## config.mk

```make
export PLATFORM = sky130hd
export DESIGN_NAME = wr_ptr_full
export DESIGN_NICKNAME = d
export VERILOG_FILES = /design/src/rtl/wr_ptr_full.sv
export SDC_FILE = /design/constraint.sdc
export NUM_CORES = 1
export LEC_CHECK = 0
export CAP_MARGIN = 10
export CORE_MARGIN = 4
export CORE_UTILIZATION = 43
export DETAILED_ROUTE_END_ITERATION = 10
export GPL_TIMING_DRIVEN = 0
export HOLD_SLACK_MARGIN = 0.06
export PLACE_DENSITY = 0.8
export SLEW_MARGIN = 20
export SYNTH_ARGS = -nofsm -noshare
export SYNTH_HDL_FRONTEND = slang
export SYNTH_SLANG_ARGS = --single-unit
```

## constraint.sdc

```tcl
create_clock -name clk -period 2.7 [get_ports clk]
set_input_delay 0.54 -clock clk [delete_from_list [all_inputs] [get_ports clk]]
set_output_delay 0.54 -clock clk [all_outputs]
set_load 0.02 [all_outputs]
```

## src/rtl/wr_ptr_full.sv

```systemverilog
// Write-side pointer and full-flag logic for an asynchronous FIFO.
// Keeps a binary write pointer, publishes its Gray-coded form to the read
// domain, and derives full/almost_full/fill level from the synchronized
// Gray read pointer. All outputs are registered.
module wr_ptr_full #(
  parameter int addr_range = 3,
  parameter int AF_LEVEL   = 6
) (
  input  logic                  clk,
  input  logic                  rst,
  input  logic                  wr_en,
  input  logic [addr_range:0]   rd_ptr_sync,
  output logic [addr_range-1:0] wr_addr,
  output logic [addr_range:0]   wr_ptr,
  output logic                  full,
  output logic                  almost_full,
  output logic [addr_range:0]   wr_count,
  output logic                  wr_ack,
  output logic                  overflow
);

  localparam int PW = addr_range + 1;
  localparam logic [addr_range:0] AF_THR = PW'(AF_LEVEL);

  logic [addr_range:0] r_wbin;
  logic [addr_range:0] r_wptr;
  logic                r_full;
  logic                r_af;
  logic [addr_range:0] r_count;
  logic                r_ack;
  logic                r_ovf;

  logic                w_push;
  logic [addr_range:0] w_wbin_next;
  logic [addr_range:0] w_wgray_next;
  logic [addr_range:0] w_full_cmp;
  logic [addr_range:0] w_rbin;
  logic [addr_range:0] w_count_next;

  // Next-state pointer arithmetic; full is taken from the register so a
  // write in the same cycle as a read advance is still rejected when full.
  always_comb begin
    w_push       = wr_en & ~r_full;
    w_wbin_next  = r_wbin + {{addr_range{1'b0}}, w_push};
    w_wgray_next = w_wbin_next ^ (w_wbin_next >> 1);
    w_full_cmp   = {~rd_ptr_sync[addr_range:addr_range-1], rd_ptr_sync[addr_range-2:0]};
    w_count_next = w_wbin_next - w_rbin;
  end

  // Gray-to-binary of the read pointer: each binary bit is the XOR of all
  // Gray bits at and above it, which unrolls the MSB-down chain.
  always_comb begin
    w_rbin = '0;
    for (int unsigned i = 0; i < PW; i++) begin
      w_rbin[i] = ^(rd_ptr_sync >> i);
    end
  end

  // Register pointer, flags and fill level; reset wins over everything.
  always_ff @(posedge clk) begin
    if (rst) begin
      r_wbin  <= '0;
      r_wptr  <= '0;
      r_full  <= 1'b0;
      r_af    <= 1'b0;
      r_count <= '0;
      r_ack   <= 1'b0;
      r_ovf   <= 1'b0;
    end else begin
      r_wbin  <= w_wbin_next;
      r_wptr  <= w_wgray_next;
      r_full  <= (w_wgray_next == w_full_cmp);
      r_af    <= (w_count_next >= AF_THR);
      r_count <= w_count_next;
      r_ack   <= w_push;
      r_ovf   <= wr_en & r_full;
    end
  end

  assign wr_addr     = r_wbin[addr_range-1:0];
  assign wr_ptr      = r_wptr;
  assign full        = r_full;
  assign almost_full = r_af;
  assign wr_count    = r_count;
  assign wr_ack      = r_ack;
  assign overflow    = r_ovf;

endmodule
```

==> results of run 1 <==
## registers in the layout (all words and copies together) (netlist names)
name / cells
wr_ptr: 3
wr_ack: 1
r_wbin: 4
wr_count: 4
almost_full: 1
full: 1
overflow: 1
## placed cells by master (no fill, tap or decap), types with 2 or more instances in the layout
| master | synthesis | final |
|---|---|---|
| sky130_fd_sc_hd__inv_1 | 4 | 4 |
| sky130_fd_sc_hd__clkbuf_4 | 0 | 3 |
| sky130_fd_sc_hd__dfxtp_1 | 15 | 15 |
| sky130_fd_sc_hd__xor2_1 | 6 | 4 |
| sky130_fd_sc_hd__nor2_1 | 10 | 10 |
| sky130_fd_sc_hd__xor2_2 | 0 | 2 |
| sky130_fd_sc_hd__ha_1 | 5 | 4 |
| sky130_fd_sc_hd__clkdlybuf4s50_1 | 0 | 21 |
| sky130_fd_sc_hd__xnor2_1 | 7 | 7 |
## how the worst max path moves through the flow
stage / endpoint / slack [ps]
floorplan: almost_full$_SDFF_PP0_ / 360
global placement: almost_full$_SDFF_PP0_ / -200
detailed placement: almost_full$_SDFF_PP0_ / -210
CTS: almost_full$_SDFF_PP0_ / 80
global route: almost_full$_SDFF_PP0_ / 20
finish: almost_full$_SDFF_PP0_ / 100
## cell type report
class	count	area [sq um]	area share
flip-flops and latches	15	300.3	0.3141
clock buffers	3	22.52	0.02356
clock inverters	1	5.005	0.005236
multi-input cells	43	380.4	0.3979
plain buffers	1	3.754	0.003927
well taps	15	18.77	0.01963
repair buffers	21	210.2	0.2199
inverters	4	15.01	0.01571
## metal layers
layer / track usage / share of wire
met2: 0.2166 / 0.47
met4: 0.04972 / 0.018
met1: 0.1485 / 0.44
met3: 0.04511 / 0.070
met5: 0 / 0
## power breakdown
part / internal, W / switching, W / leakage, nW / total [W]
Clock: 0.0000550 / 0.0000758 / 0.0177 / 0.000131
Combinational: 0.000115 / 0.000115 / 0.266 / 0.000230
Sequential: 0.000252 / 0.0000106 / 0.123 / 0.000262
Total: 0.000422 / 0.000201 / 0.407 / 0.000623
## critical path, cell delays in order
cell                              delay, ps
sky130_fd_sc_hd__clkdlybuf4s50_1        500
sky130_fd_sc_hd__nor2b_2                190
sky130_fd_sc_hd__ha_1                   240
sky130_fd_sc_hd__ha_4                   240
sky130_fd_sc_hd__ha_1                   280
sky130_fd_sc_hd__nor2b_1                130
sky130_fd_sc_hd__o21a_1                 170
sky130_fd_sc_hd__or4_4                  420
sky130_fd_sc_hd__o311ai_1                90
## stage by stage
stage | hold slack (ps) | power, W | utilization | instances
floorplan | 575.9 | 0.0004015 | - | 63
global placement | 455.5 | 0.0004867 | 0.6498 | 99
detailed placement | 470.5 | 0.0004920 | 0.6498 | 99
CTS | 485.5 | 0.0006198 | 0.6697 | 103
global route | 540.6 | 0.0006562 | 0.6914 | 103
finish | 533.2 | 0.0006230 | 0.6914 | 103
## Yosys cell counts (all sizes together) (2+ instances only)
library cell and instances:
ha 5, nor2b 2, nor2 10, xnor2 7, dfxtp 15, inv 4
xor2 6
## kinds of logic after synthesis
| group | share of synthesized area |
|---|---|
| flops | 0.4486 |
| compound gates | 0.04674 |
| buf+inv | 0.02803 |
| xor+xnor | 0.2037 |
| simple gates | 0.1495 |
| fa+ha+maj | 0.1234 |
==> results by stage, run 1 <==
Timing:
- The number of hold violations in the final report is 0.
- Setup repair after global routing left no endpoint under its margin.
- The sum of negative setup slack is 0 ps.
- Setup violations remaining at the end of the flow were counted as 0.
- Headroom to the max-slew limit came out at 0.6897.
- At the pin with the least slew margin, the transition time is 465.4 ps.
- The final period demand of the worst path is 2595 ps.
- Timing would allow up to 0.3853 GHz.
- The share of the clock period used by the worst path is 0.9612.
- The final max-slew violation count is 0.
- In the post-route analysis, the smallest setup slack over all paths is 104.7 ps.
- The clock tree skew after final layout is 0.5355 ps.

Yosys:
- Yosys mapped a number of flops with a built-in enable equal to 0.
- Of the post-synthesis cell area, the dominant cell type holds 0.4486.
- The commonest register cell after synthesis is sky130_fd_sc_hd__dfxtp_1.
- The mean cell area of the mapped netlist is 10.63 sq um.
- The biggest area contributor in the post-synthesis netlist is sky130_fd_sc_hd__dfxtp_1.
- The cell area that synthesis handed to floorplanning was 669.4 sq um.
- Yosys mapped the design onto 21 distinct sky130hd cell types.
- Synthesis inferred 15 register bits.
- In the synthesized netlist the async set-or-reset flop fraction comes to 0.
- In the synthesized netlist, the number of instances is 63.
- For this run, the register share of the synthesized area comes to 0.4486.
- When the netlist entered floorplanning its net count stood at 76.
- By area the synthesized netlist is led by sky130_fd_sc_hd__dfxtp_1 45%, sky130_fd_sc_hd__ha_1 9.3%, sky130_fd_sc_hd__xnor2_1 9.2%.
- For this run, the number of Yosys warnings is 0.

Worst setup path:
- The register-to-register setup slack is 520 ps.
- The critical path starts at wr_en.
- The worst setup path is captured at a register.
- The endpoint of the lowest-slack register-to-register path is almost_full$_SDFF_PP0_.
- The worst register-to-register path has a depth of 8.
- STA classifies the critical path startpoint as an input port.
- The data arrival time at the worst-slack endpoint is 2790 ps.
- The worst setup path is of the input port to register kind.
- In this run the worst path has a maximum fanout of 4.
- In this run the critical register-to-register path is launched from full$_SDFF_PP0_.
- The required time at the worst-slack endpoint is 2890 ps.

Die:
- The count of standard-cell rows is 13.
- The vertical extent of the die is 47.46 microns.
- The die is 47.46 microns wide.
- The count of boundary I/O pins is 22.
- The die outline area is 0.002252 sq mm.
- The region available for standard cell placement spans 0.001383 sq mm.
- The initial utilization of the core area, before any placement, comes to 0.4842.

Finish:
- The repair_antennas step left the layout with diodes totalling 0.
- In the final layout, the share of cells above drive strength 1 is 0.1136.
- The final layout contains 102 nets.
- Summing all non-filler instances in the final layout gives an area of 955.9 sq um.
- The number of fill cells in the layout is 110.
- The area growth from synthesis to layout is 42.80%.

Clock network:
- Counting the buffers created by CTS gives 3.
- The number of setup buffers added after CTS is 0.
- The maximum level of the CTS H-tree is 1.
- Hold repair after CTS inserted 0 buffers.
- After clock tree synthesis, the clock-pin slew on the worst setup and hold paths is 90 ps.
- The later-pin clock latency in the skew report is 280 ps.
- The tree is rooted in a sky130_fd_sc_hd__clkbuf_4.
- CTS saw 15 sinks.
- The quantity of gates resized following cts is 0.
- TritonCTS built the clock tree.
- The maximum root-to-sink buffer count is 2.

Hold path:
- In this run the worst hold path is classified as register to register.
- The worst hold path begins at full$_SDFF_PP0_.
- The number of stages on the worst hold path is 1.
- The path with the worst hold slack has its endpoint at wr_ack$_SDFF_PP0_.

Placement:
- The post-DP HPWL is 954.6 microns.
- OpenSTA, run right after detailed placement, puts the worst setup slack at -205.3 ps.
- The weighted congestion reported at the end of routability-driven placement is 0.7678.
- The count of port buffers added during placement is 21.
- The placed instance area is 898.4 sq um.

GRT:
- The overall track demand over capacity in global routing is 0.1285.
- The via count of the first global-routing pass is 505.
- The largest net degree at the start of global routing is 11.
- The first global-routing pass estimated 2.007 mm of wire.
- The overall overflow remaining after global route is 0.
- The number of antenna violations at the first check in global routing was 0.

Flow run:
- The reported max-cap violation count is 0.

Drt:
- After detailed routing, the average wire length per cell comes to 12.98 microns.
- The post-detailed-route DRC marker count is 0.
- The initial DRC count is 0.
- The total via count in the routed design is 498.
- The via count normalized by instance count is 4.835.
- The wire length after detailed routing is 1.337 mm.
- In this run the remaining antenna-violating nets after routing total 0.
- The count of TritonRoute iterations in the first routing pass is 1.

Pwr:
- Dividing total power by cell area gives a power density of 651.7 mW/mm^2.
- Across the VDD grid, the largest voltage drop is 0.4482 mV.
- The static power due to leakage is 0.4074 nW.

Run status:
- The run finished with clean final reports.
Power figures use the tool's default switching activity.
==> inputs of run 2 (changes only) <==
Settings changed: CTS_CLUSTER_DIAMETER set to 60, REMOVE_ABC_BUFFERS set to 1.
==> results by stage, run 2 (same netlist as run 1, synthesis figures left out) <==
Run status:
- Run status: finished clean (unchanged).

Timing:
- The number of hold violations in the final report came to 0 (unchanged).
- The final max-slew violation count is 0 (unchanged).
- The slew at the pin closest to its max-slew limit was 474.9 ps (was 465.4 ps).
- The worst-case headroom to the max-slew limit was 0.6824 (was 0.6897).
- The final setup violation count was 0 (unchanged).
- The clock tree skew after final layout is 4.863 ps (was 0.5355 ps).
- The maximum clock frequency came to 0.3836 GHz (was 0.3853 GHz).
- The sum of negative setup slack is 0 ps (unchanged).
- The share of the clock period used by the worst path is 0.9656 (was 0.9612).
- The final period demand of the worst path is 2607 ps (was 2595 ps).
- The final setup slack of the worst path is 92.79 ps (was 104.7 ps).

Die:
- The die outline area came to 0.002252 sq mm (unchanged).
- The count of boundary I/O pins is 22 (unchanged).
- The horizontal die dimension is 47.46 microns (unchanged).
- The vertical extent of the die is 47.46 microns (unchanged).
- The initial core utilization is 0.4842 (unchanged).
- The total core area came to 0.001383 sq mm (unchanged).
- The count of standard-cell rows was 13 (unchanged).

Drt:
- The total via count in the routed design came to 495 (was 498).
- The routed length on met2 was 549 microns (was 627 microns).
- The initial DRC count is 2 (was 0).
- The total routed wire length on the met1 layer is 533 microns (was 591 microns).
- The count of TritonRoute iterations in the first routing pass is 2 (was 1).
- The sum of met3 wire segment lengths after detailed routing is 85 microns (was 93 microns).
- The post-detailed-route DRC marker count is 0 (unchanged).
- The highest metal layer with signal wires is met4 (unchanged).
- The detailed-route wire length per cell came to 11.67 microns (was 12.98 microns).
- The number of antenna-violating nets in the routed design is 0 (unchanged).
- The wire length after detailed routing is 1.190 mm (was 1.337 mm).
- The via count normalized by instance count is 4.853 (was 4.835).

Worst setup path:
- The element type at the critical path end is a register (unchanged).
- The nature of the critical path startpoint is an input port (unchanged).
- The data arrival time at the worst-slack endpoint is 2800 ps (was 2790 ps).
- The required time at the worst-slack endpoint came to 2890 ps (about the same).
- The maximum net fanout on the critical path is 4 (unchanged).
- The critical path class is input port to register (unchanged).

Clock network:
- The clock transition time at the flip-flop clock pins of the worst setup and hold paths is 80 ps (was 90 ps).
- The clock root buffer is sky130_fd_sc_hd__clkbuf_4 (unchanged).
- The post-CTS setup-driven buffer insertion count came to 0 (unchanged).
- The count of hold buffers inserted by post-cts repair was 0 (unchanged).
- The sink count of the clock tree is 15 (unchanged).
- The later-pin clock latency in the skew report is 280 ps (about the same).
- The CTS tree is yes (unchanged).
- The number of buffers created by CTS was 3 (unchanged).
- The maximum root-to-sink buffer count is 2 (unchanged).
- The maximum level of the CTS H-tree is 1 (unchanged).

Finish:
- The final net count is 101 (was 102).
- The area taken by flip-flops and latches is 300.3 sq um (unchanged).
- The share of cells above drive strength 1 came to 0.09195 (was 0.1136).
- The footprint of the multi-input gates is 357.8 sq um (was 380.4 sq um).
- The end-of-flow core utilization is 0.6715 (was 0.6914).
- The number of fill cells in the layout came to 114 (was 110).
- Commonest non-fill, non-tap cells in the layout: 21 x sky130_fd_sc_hd__clkdlybuf4s50_1, 15 x sky130_fd_sc_hd__dfxtp_1, 10 x sky130_fd_sc_hd__nor2_1 (unchanged).
- The commonest non-fill, non-tap cell in the layout is sky130_fd_sc_hd__clkdlybuf4s50_1 (unchanged).
- The number of antenna diodes is 0 (unchanged).
- The cell area after layout is 928.4 sq um (was 955.9 sq um).
- The area growth from synthesis to layout is 38.69% (was 42.80%).

Pwr:
- The static power due to leakage is 0.4002 nW (was 0.4074 nW).
- The total chip power is 0.0006103 W (was 0.0006230 W).
- The power per cell area is 657.4 mW/mm^2 (was 651.7 mW/mm^2).
- The worst IR drop on VDD is 0.3190 mV (was 0.4482 mV).

GRT:
- The via count of the first global-routing pass is 514 (was 505).
- The overall overflow remaining after global route came to 0 (unchanged).
- The first-pass GRT wire length is 2.042 mm (was 2.007 mm).
- The number of antenna violations at the first check in global routing was 0 (unchanged).
- The largest net degree at the start of global routing is 15 (was 11).
- The overall track demand over capacity in global routing is 0.1333 (was 0.1285).

Flow run:
- The reported max-cap violation count is 0 (unchanged).

Placement:
- The weighted congestion reported at the end of routability-driven placement is 0.7729 (was 0.7678).
- The count of port buffers added during placement came to 21 (unchanged).
- The post-DP HPWL was 947.6 microns (was 954.6 microns).
- The placed instance area is 894.6 sq um (was 898.4 sq um).
- The worst-case setup slack after placement was -221.9 ps (was -205.3 ps).

Hold path:
- The class of the most critical hold timing path is register to register (unchanged).
==> run 2: final cells by class <==
class / instances / share of cell area
multi-input cells: 43 / 0.3854
flip-flops and latches: 15 / 0.3235
inverters: 4 / 0.01617
repair buffers: 21 / 0.2264
clock buffers: 4 / 0.02830
well taps: 15 / 0.02022
==> run 2: metal layers <==
| metal | vias up | global-route usage |
|---|---|---|
| li1 | 252 | - |
| met1 | 223 | 0.1538 |
| met2 | 17 | 0.2193 |
| met3 | 3 | 0.03383 |
| met4 | 0 | 0.08287 |
| met5 | - | 0 |
==> run 2: path summary, 6_finish.rpt <==
kind / slack [ps] / end / cells past startpoint / start
hold / removal: 500 / wr_ack$_SDFF_PP0_ / 1 / full$_SDFF_PP0_
setup reg to reg: 520 / almost_full$_SDFF_PP0_ / 8 / full$_SDFF_PP0_
setup / recovery: 90 / almost_full$_SDFF_PP0_ / 9 / wr_en
hold reg to reg: 500 / wr_ack$_SDFF_PP0_ / 1 / full$_SDFF_PP0_
==> run 2: through the flow <==
| stage | hold WS, ps | cells |
|---|---|---|
| floorplan | 571.7 | 62 |
| global placement | 458.1 | 98 |
| detailed placement | 469.1 | 98 |
| CTS | 483.0 | 102 |
| global route | 540.3 | 102 |
| finish | 495.2 | 102 |
==> run 2: power breakdown <==
group	switching, W	internal [W]	leakage (nW)
clock	0.0000681	0.0000574	0.0150
combinational	0.000111	0.000112	0.262
sequential	0.00000953	0.000252	0.123
==> run 2: critical path, stage by stage <==
cell and delay, ps:
sky130_fd_sc_hd__clkdlybuf4s50_1 490, sky130_fd_sc_hd__nor2b_2 180, sky130_fd_sc_hd__ha_2 200, sky130_fd_sc_hd__ha_2 310, sky130_fd_sc_hd__ha_1 290, sky130_fd_sc_hd__nor2b_1 120
sky130_fd_sc_hd__o21a_1 180, sky130_fd_sc_hd__or4_4 420, sky130_fd_sc_hd__o311ai_1 80
==> run 2: timing repair <==
item	CTS	global route
endpoints found under the setup margin	0	2
endpoints found under the hold margin	0	0
gates resized for setup	0	3
==> inputs of run 3 (changes only) <==
Settings changed: MAX_ROUTING_LAYER set to met4.
==> results by stage, run 3 (same netlist as run 1, synthesis figures left out) <==
Finish:
- The area growth from synthesis to layout was 38.69% (unchanged).
- The number of fill cells in the layout is 114 (unchanged).
- The final net count came to 101 (unchanged).
- The share of cells above drive strength 1 is 0.09195 (unchanged).
- The cell area after layout was 928.4 sq um (unchanged).
- The commonest non-fill, non-tap cell in the layout is sky130_fd_sc_hd__clkdlybuf4s50_1 (unchanged).
- The area taken by flip-flops and latches is 300.3 sq um (unchanged).
- Commonest non-fill, non-tap cells in the layout: 21 x sky130_fd_sc_hd__clkdlybuf4s50_1, 15 x sky130_fd_sc_hd__dfxtp_1, 10 x sky130_fd_sc_hd__nor2_1 (unchanged).
- The footprint of the multi-input gates is 357.8 sq um (unchanged).
- The end-of-flow core utilization is 0.6715 (unchanged).
- The number of antenna diodes is 0 (unchanged).

GRT:
- The first-pass GRT wire length is 2.035 mm (was 2.042 mm).
- The busiest layer in global routing is met2 (unchanged).
- The number of antenna violations at the first check in global routing was 0 (unchanged).
- The via count of the first global-routing pass is 515 (was 514).
- The overall track demand over capacity in global routing is 0.1376 (was 0.1333).
- The fraction of met2 tracks used by global routing is 0.2193 (unchanged).
- The overall overflow remaining after global route came to 0 (unchanged).
- The largest net degree at the start of global routing is 15 (unchanged).
- The global routing met3 resource utilization came to 0.03383 (unchanged).
- The fraction of met1 tracks used by global routing is 0.1538 (unchanged).

Drt:
- The count of TritonRoute iterations in the first routing pass is 2 (unchanged).
- The total via count in the routed design was 495 (unchanged).
- The wire length after detailed routing came to 1.190 mm (unchanged).
- The initial DRC count is 2 (unchanged).
- The number of antenna-violating nets in the routed design is 0 (unchanged).
- The post-detailed-route DRC marker count is 0 (unchanged).
- The via count normalized by instance count is 4.853 (unchanged).
- The detailed-route wire length per cell is 11.67 microns (unchanged).

Timing:
- The final setup violation count is 0 (unchanged).
- The slew at the pin closest to its max-slew limit is 474.9 ps (unchanged).
- The final period demand of the worst path is 2607 ps (about the same).
- The final setup slack of the worst path came to 92.91 ps (was 92.79 ps).
- The worst-case headroom to the max-slew limit is 0.6824 (unchanged).
- The final max-slew violation count is 0 (unchanged).
- The clock tree skew after final layout is 4.834 ps (was 4.863 ps).
- The number of hold violations in the final report is 0 (unchanged).
- The maximum clock frequency is 0.3836 GHz (about the same).
- The share of the clock period used by the worst path was 0.9656 (about the same).
- The hold slack is 495.2 ps (about the same).

Flow run:
- The reported max-cap violation count is 0 (unchanged).

Worst setup path:
- The endpoint of the lowest-slack register-to-register path is almost_full$_SDFF_PP0_ (unchanged).
- The data arrival time at the worst-slack endpoint came to 2800 ps (about the same).
- The element type at the critical path end is a register (unchanged).
- The register-to-register setup slack is 520 ps (about the same).
- The number of cell instances on the worst register-to-register path is 8 (unchanged).
- The required time at the worst-slack endpoint is 2890 ps (about the same).
- The nature of the critical path startpoint is an input port (unchanged).
- The launching instance or port of the critical path is wr_en (unchanged).
- The maximum net fanout on the critical path is 4 (unchanged).
- The critical path class is input port to register (unchanged).
- The capturing element of the worst setup path is almost_full$_SDFF_PP0_ (unchanged).
- The reg-to-reg critical path startpoint is full$_SDFF_PP0_ (unchanged).

Placement:
- The placed instance area is 894.6 sq um (unchanged).
- The count of port buffers added during placement is 21 (unchanged).
- The weighted congestion reported at the end of routability-driven placement is 0.7834 (was 0.7729).
- The post-DP HPWL came to 947.6 microns (unchanged).
- The worst-case setup slack after placement is -221.9 ps (unchanged).

Die:
- The initial core utilization was 0.4842 (unchanged).
- The total core area is 0.001383 sq mm (unchanged).
- The horizontal die dimension is 47.46 microns (unchanged).
- The count of standard-cell rows came to 13 (unchanged).
- The count of boundary I/O pins was 22 (unchanged).
- The die outline area is 0.002252 sq mm (unchanged).
- The vertical extent of the die was 47.46 microns (unchanged).

Clock network:
- The number of buffers created by CTS was 3 (unchanged).
- The clock root buffer was sky130_fd_sc_hd__clkbuf_4 (unchanged).
- The maximum level of the CTS H-tree is 1 (unchanged).
- The later-pin clock latency in the skew report is 280 ps (about the same).
- The sink count of the clock tree came to 15 (unchanged).
- The maximum root-to-sink buffer count was 2 (unchanged).
- The post-CTS setup-driven buffer insertion count is 0 (unchanged).
- The CTS tree is yes (unchanged).
- The clock transition time at the flip-flop clock pins of the worst setup and hold paths is 80 ps (about the same).

Pwr:
- The proportion of power drawn by flip-flops and latches was 0.428 (about the same).
- The fraction of power consumed by combinational cells was 0.366 (about the same).
- The static power due to leakage was 0.4002 nW (unchanged).
- The total chip power was 0.0006103 W (about the same).
- The switching share of total power is 0.3093 (about the same).
- The portion of total power attributed to the clock network is 0.206 (about the same).
- The worst IR drop on VDD came to 0.3190 mV (unchanged).
- The power per cell area is 657.4 mW/mm^2 (about the same).
- The net switching component of the power is 0.0001888 W (about the same).
- The internal cell power is 0.0004215 W (about the same).

Run status:
- Run status: finished clean (unchanged).

Hold path:
- The class of the most critical hold timing path is register to register (unchanged).
-- run 3: area by class of cell --
cell class,instances,area share
well taps,15,0.02022
repair buffers,21,0.2264
flip-flops and latches,15,0.3235
clock buffers,4,0.02830
multi-input cells,43,0.3854
inverters,4,0.01617
-- run 3: per-layer routing --
| metal | part of all wire | vias up |
|---|---|---|
| met1 | 0.45 | 223 |
| li1 | - | 252 |
| met5 | 0 | - |
| met3 | 0.071 | 3 |
| met4 | 0.018 | 0 |
| met2 | 0.46 | 17 |
-- run 3: repair_timing --
item,4_1_cts,5_1_grt
hold buffers,0,0
setup endpoints to repair,0,2
gates resized for setup,0,3
-- run 3: worst min path at each step --
stage / slack, ps / from / to / cells after the start
floorplan: 570 / full$_SDFF_PP0_ / wr_ack$_SDFF_PP0_ / 1
global placement: 460 / full$_SDFF_PP0_ / wr_ack$_SDFF_PP0_ / 1
detailed placement: 470 / full$_SDFF_PP0_ / wr_ack$_SDFF_PP0_ / 1
CTS: 480 / full$_SDFF_PP0_ / wr_ack$_SDFF_PP0_ / 1
global route: 540 / full$_SDFF_PP0_ / wr_ack$_SDFF_PP0_ / 1
finish: 500 / full$_SDFF_PP0_ / wr_ack$_SDFF_PP0_ / 1
-- run 3: worst max-delay path, stage by stage --
cell	delay (ps)
sky130_fd_sc_hd__clkdlybuf4s50_1	490
sky130_fd_sc_hd__nor2b_2	180
sky130_fd_sc_hd__ha_2	200
sky130_fd_sc_hd__ha_2	310
sky130_fd_sc_hd__ha_1	290
sky130_fd_sc_hd__nor2b_1	120
sky130_fd_sc_hd__o21a_1	180
sky130_fd_sc_hd__or4_4	420
sky130_fd_sc_hd__o311ai_1	80
-- run 3: power groups by stage --
stage | clock (W) | sequential (W) | combinational (W)
after global placement | 0 | 0.000266 | 0.000220
after CTS | 0.000131 | 0.000261 | 0.000225
after floorplan | 0 | 0.000306 | 0.0000938
final | 0.000126 | 0.000261 | 0.000224
after global routing | 0.000142 | 0.000264 | 0.000247
after detailed placement | 0 | 0.000266 | 0.000224
-- run 3: through the flow --
stage / cells / setup TNS, ps
after CTS: 102 / 0
after floorplan: 62 / 0
after detailed placement: 98 / -405.6
final: 102 / 0
after global routing: 102 / -1.803
after global placement: 98 / -397.5
==> RTL edit, RTL diff (config.mk and constraints of run 1) <==
The parameter `addr_range` goes from 3 to 6.
--- a/src/rtl/wr_ptr_full.sv
+++ b/src/rtl/wr_ptr_full.sv
@@ -3,7 +3,7 @@
 // domain, and derives full/almost_full/fill level from the synchronized
 // Gray read pointer. All outputs are registered.
 module wr_ptr_full #(
-  parameter int addr_range = 3,
+  parameter int addr_range = 6,
   parameter int AF_LEVEL   = 6
 ) (
   input  logic                  clk,
Interface: changed (resized rd_ptr_sync, wr_addr, wr_count and wr_ptr); port bits go from 22 to 34. No check against the original RTL was run, so the function may have changed too.
==> RTL edit against run 1 <==
  * Sequential share of layout area decreased by 9.3 points
  * Highest routed layer unchanged
  * Synthesized area up 110%
  * Total power grew 96%
  * The run now ends with negative setup slack left
  * Sequential cell count up 9
  * Cell area rose by 130%
  * Sequential power rose by 56%
  * Largest cell class unchanged
  * Critical path type unchanged
  * Wire length grew to 2.9 times the old value
  * Worst setup slack worse by 0.52 ns
==> RTL edit: results (changes against run 1) <==
Outcome
  • Status: finished, violations left
  • Failing checks: negative setup slack

STA
  • Clk_skew: 0.006754 ns (+0.006218 ns)
  • Worst Tran Pin Value: 0.5433 ns (+0.07786 ns)
  • Setup ws final: -0.4107 ns (-0.5154 ns)
  • Final setup fails: 2 (+2)

Yosys
  • Synth area leaders: dfxtp_1 35%, xnor2_1 11%, ha_1 7.2%
  • Register area share after synthesis: 0.3466 (-0.1020)
  • Most frequent cells after synthesis: 24 x dfxtp_1, 23 x nor2_1, 18 x xnor2_1, 9 x inv_1, 9 x xor2_1
  • Distinct cells, synth: 38 (+81%)

Routing
  • Drt initial violations: 56 (+56)
  • DRT Pass-1 Iters: 4 (+3)
  • DR vias/cell: 5.335 (+10%)
  • Total Wirelength: 3858 um (+190%)

Final layout
  • # diodes: 0 (unchanged)
  • # fillers: 236 (+110%)
  • Final layout net count: 221 (+120%)
  • Share of cells above drive strength 1: 0.2886 (+0.1749)

Global route
  • Number of global-route vias before repair: 1,324 (+160%)
  • First-pass GRT wire length: 6147 um (+210%)
  • Gr usage total: 0.1867 (+0.05822)

Power
  • P_int: 0.0007746 W (+84%)
  • Maximum vdd drop: 0.3851 mV (-14%)
  • Leak Pwr: 0.8589 nW (+110%)

Setup path
  • Crit path max fanout: 7 (+3)
  • Slowest cell on crit path: xor3_2
  • Crit path max-delay family: XOR/XNOR gates
  • Data arrival, critical path: 3.31 ns (+0.52 ns)

Placement
  • Area after DPL: 0.001809 mm2 (+100%)
  • IO Port Bufs: 33 (+57%)
  • DP Wirelength: 2551 um (+170%)
  • Final RePlAce weighted congestion: 0.8401 (+9.4%)

Clocking
  • H-tree depth: 1 (unchanged)
  • Latest clock arrival within the worst-skew pair: 0.32 ns (+0.04 ns)
  • CTS clk-pin slew, worst paths: 0.14 ns (+0.05 ns)
RTL edit: layout make-up:
class | count | area, um2 | share of cell area
multi-input cells | 115 | 1114 | 0.5136
flip-flops and latches | 24 | 480.5 | 0.2216
repair buffers | 47 | 441.7 | 0.2037
well taps | 44 | 55.05 | 0.02539
clock buffers | 4 | 36.28 | 0.01673
inverters | 9 | 33.78 | 0.01558
plain buffers | 2 | 7.507 | 0.003462
RTL edit: cell families after synthesis:
group / count (synthesis) / synth area share
simple gates: 49 / 0.1796
xor+xnor: 29 / 0.2004
compound gates: 24 / 0.1282
flops: 24 / 0.3466
buf+inv: 11 / 0.02978
fa+ha+maj: 9 / 0.08665
mux: 4 / 0.02888
RTL edit: metal layers:
| metal | GRT usage | wire length, um | up-vias |
|---|---|---|---|
| li1 | - | - | 622 |
| met1 | 0.2322 | 1605 | 631 |
| met2 | 0.3167 | 1954 | 48 |
| met3 | 0.04333 | 255 | 6 |
| met4 | 0.06069 | 43 | 0 |
| met5 | 0 | 0 | - |
RTL edit: final timing paths:
| kind | slack, ns | depth (start not counted) | to | startpoint |
|---|---|---|---|---|
| worst max-delay path | -0.41 | 14 | almost_full$_SDFF_PP0_ | rd_ptr_sync[3] |
| worst min-delay path | 0.53 | 1 | wr_ack$_SDFF_PP0_ | full$_SDFF_PP0_ |
| worst max register to register | -0.22 | 11 | almost_full$_SDFF_PP0_ | r_wbin[1]$_SDFF_PP0_ |
| worst min register to register | 0.53 | 1 | wr_ack$_SDFF_PP0_ | full$_SDFF_PP0_ |
RTL edit: repair_timing:
action	CTS	global route
cloned	0	0
endpoints found under the hold margin	0	0
gates resized for setup	47	10
pin swaps	13	2
buffers inserted	10	4
endpoints found under the setup margin	7	3
RTL edit: power groups by stage:
stage,Combinational (W),Clock [W],Sequential (W)
finish,0.000617,0.000197,0.000409
global route,0.000659,0.000220,0.000413
CTS,0.000565,0.000196,0.000409
detailed placement,0.000497,0,0.000412
global placement,0.000484,0,0.000411
floorplan,0.000294,0,0.000460
RTL edit: stage by stage:
stage / setup WS (ns) / instances / utilization / TNS [ns]
detailed placement: -1.410 / 227 / 0.5878 / -7.354
global route: -0.5248 / 245 / 0.7045 / -0.9500
CTS: -0.3559 / 241 / 0.6821 / -0.6138
floorplan: -0.5283 / 150 / - / -1.262
global placement: -1.333 / 227 / 0.5878 / -6.783
finish: -0.4107 / 245 / 0.7045 / -0.7426
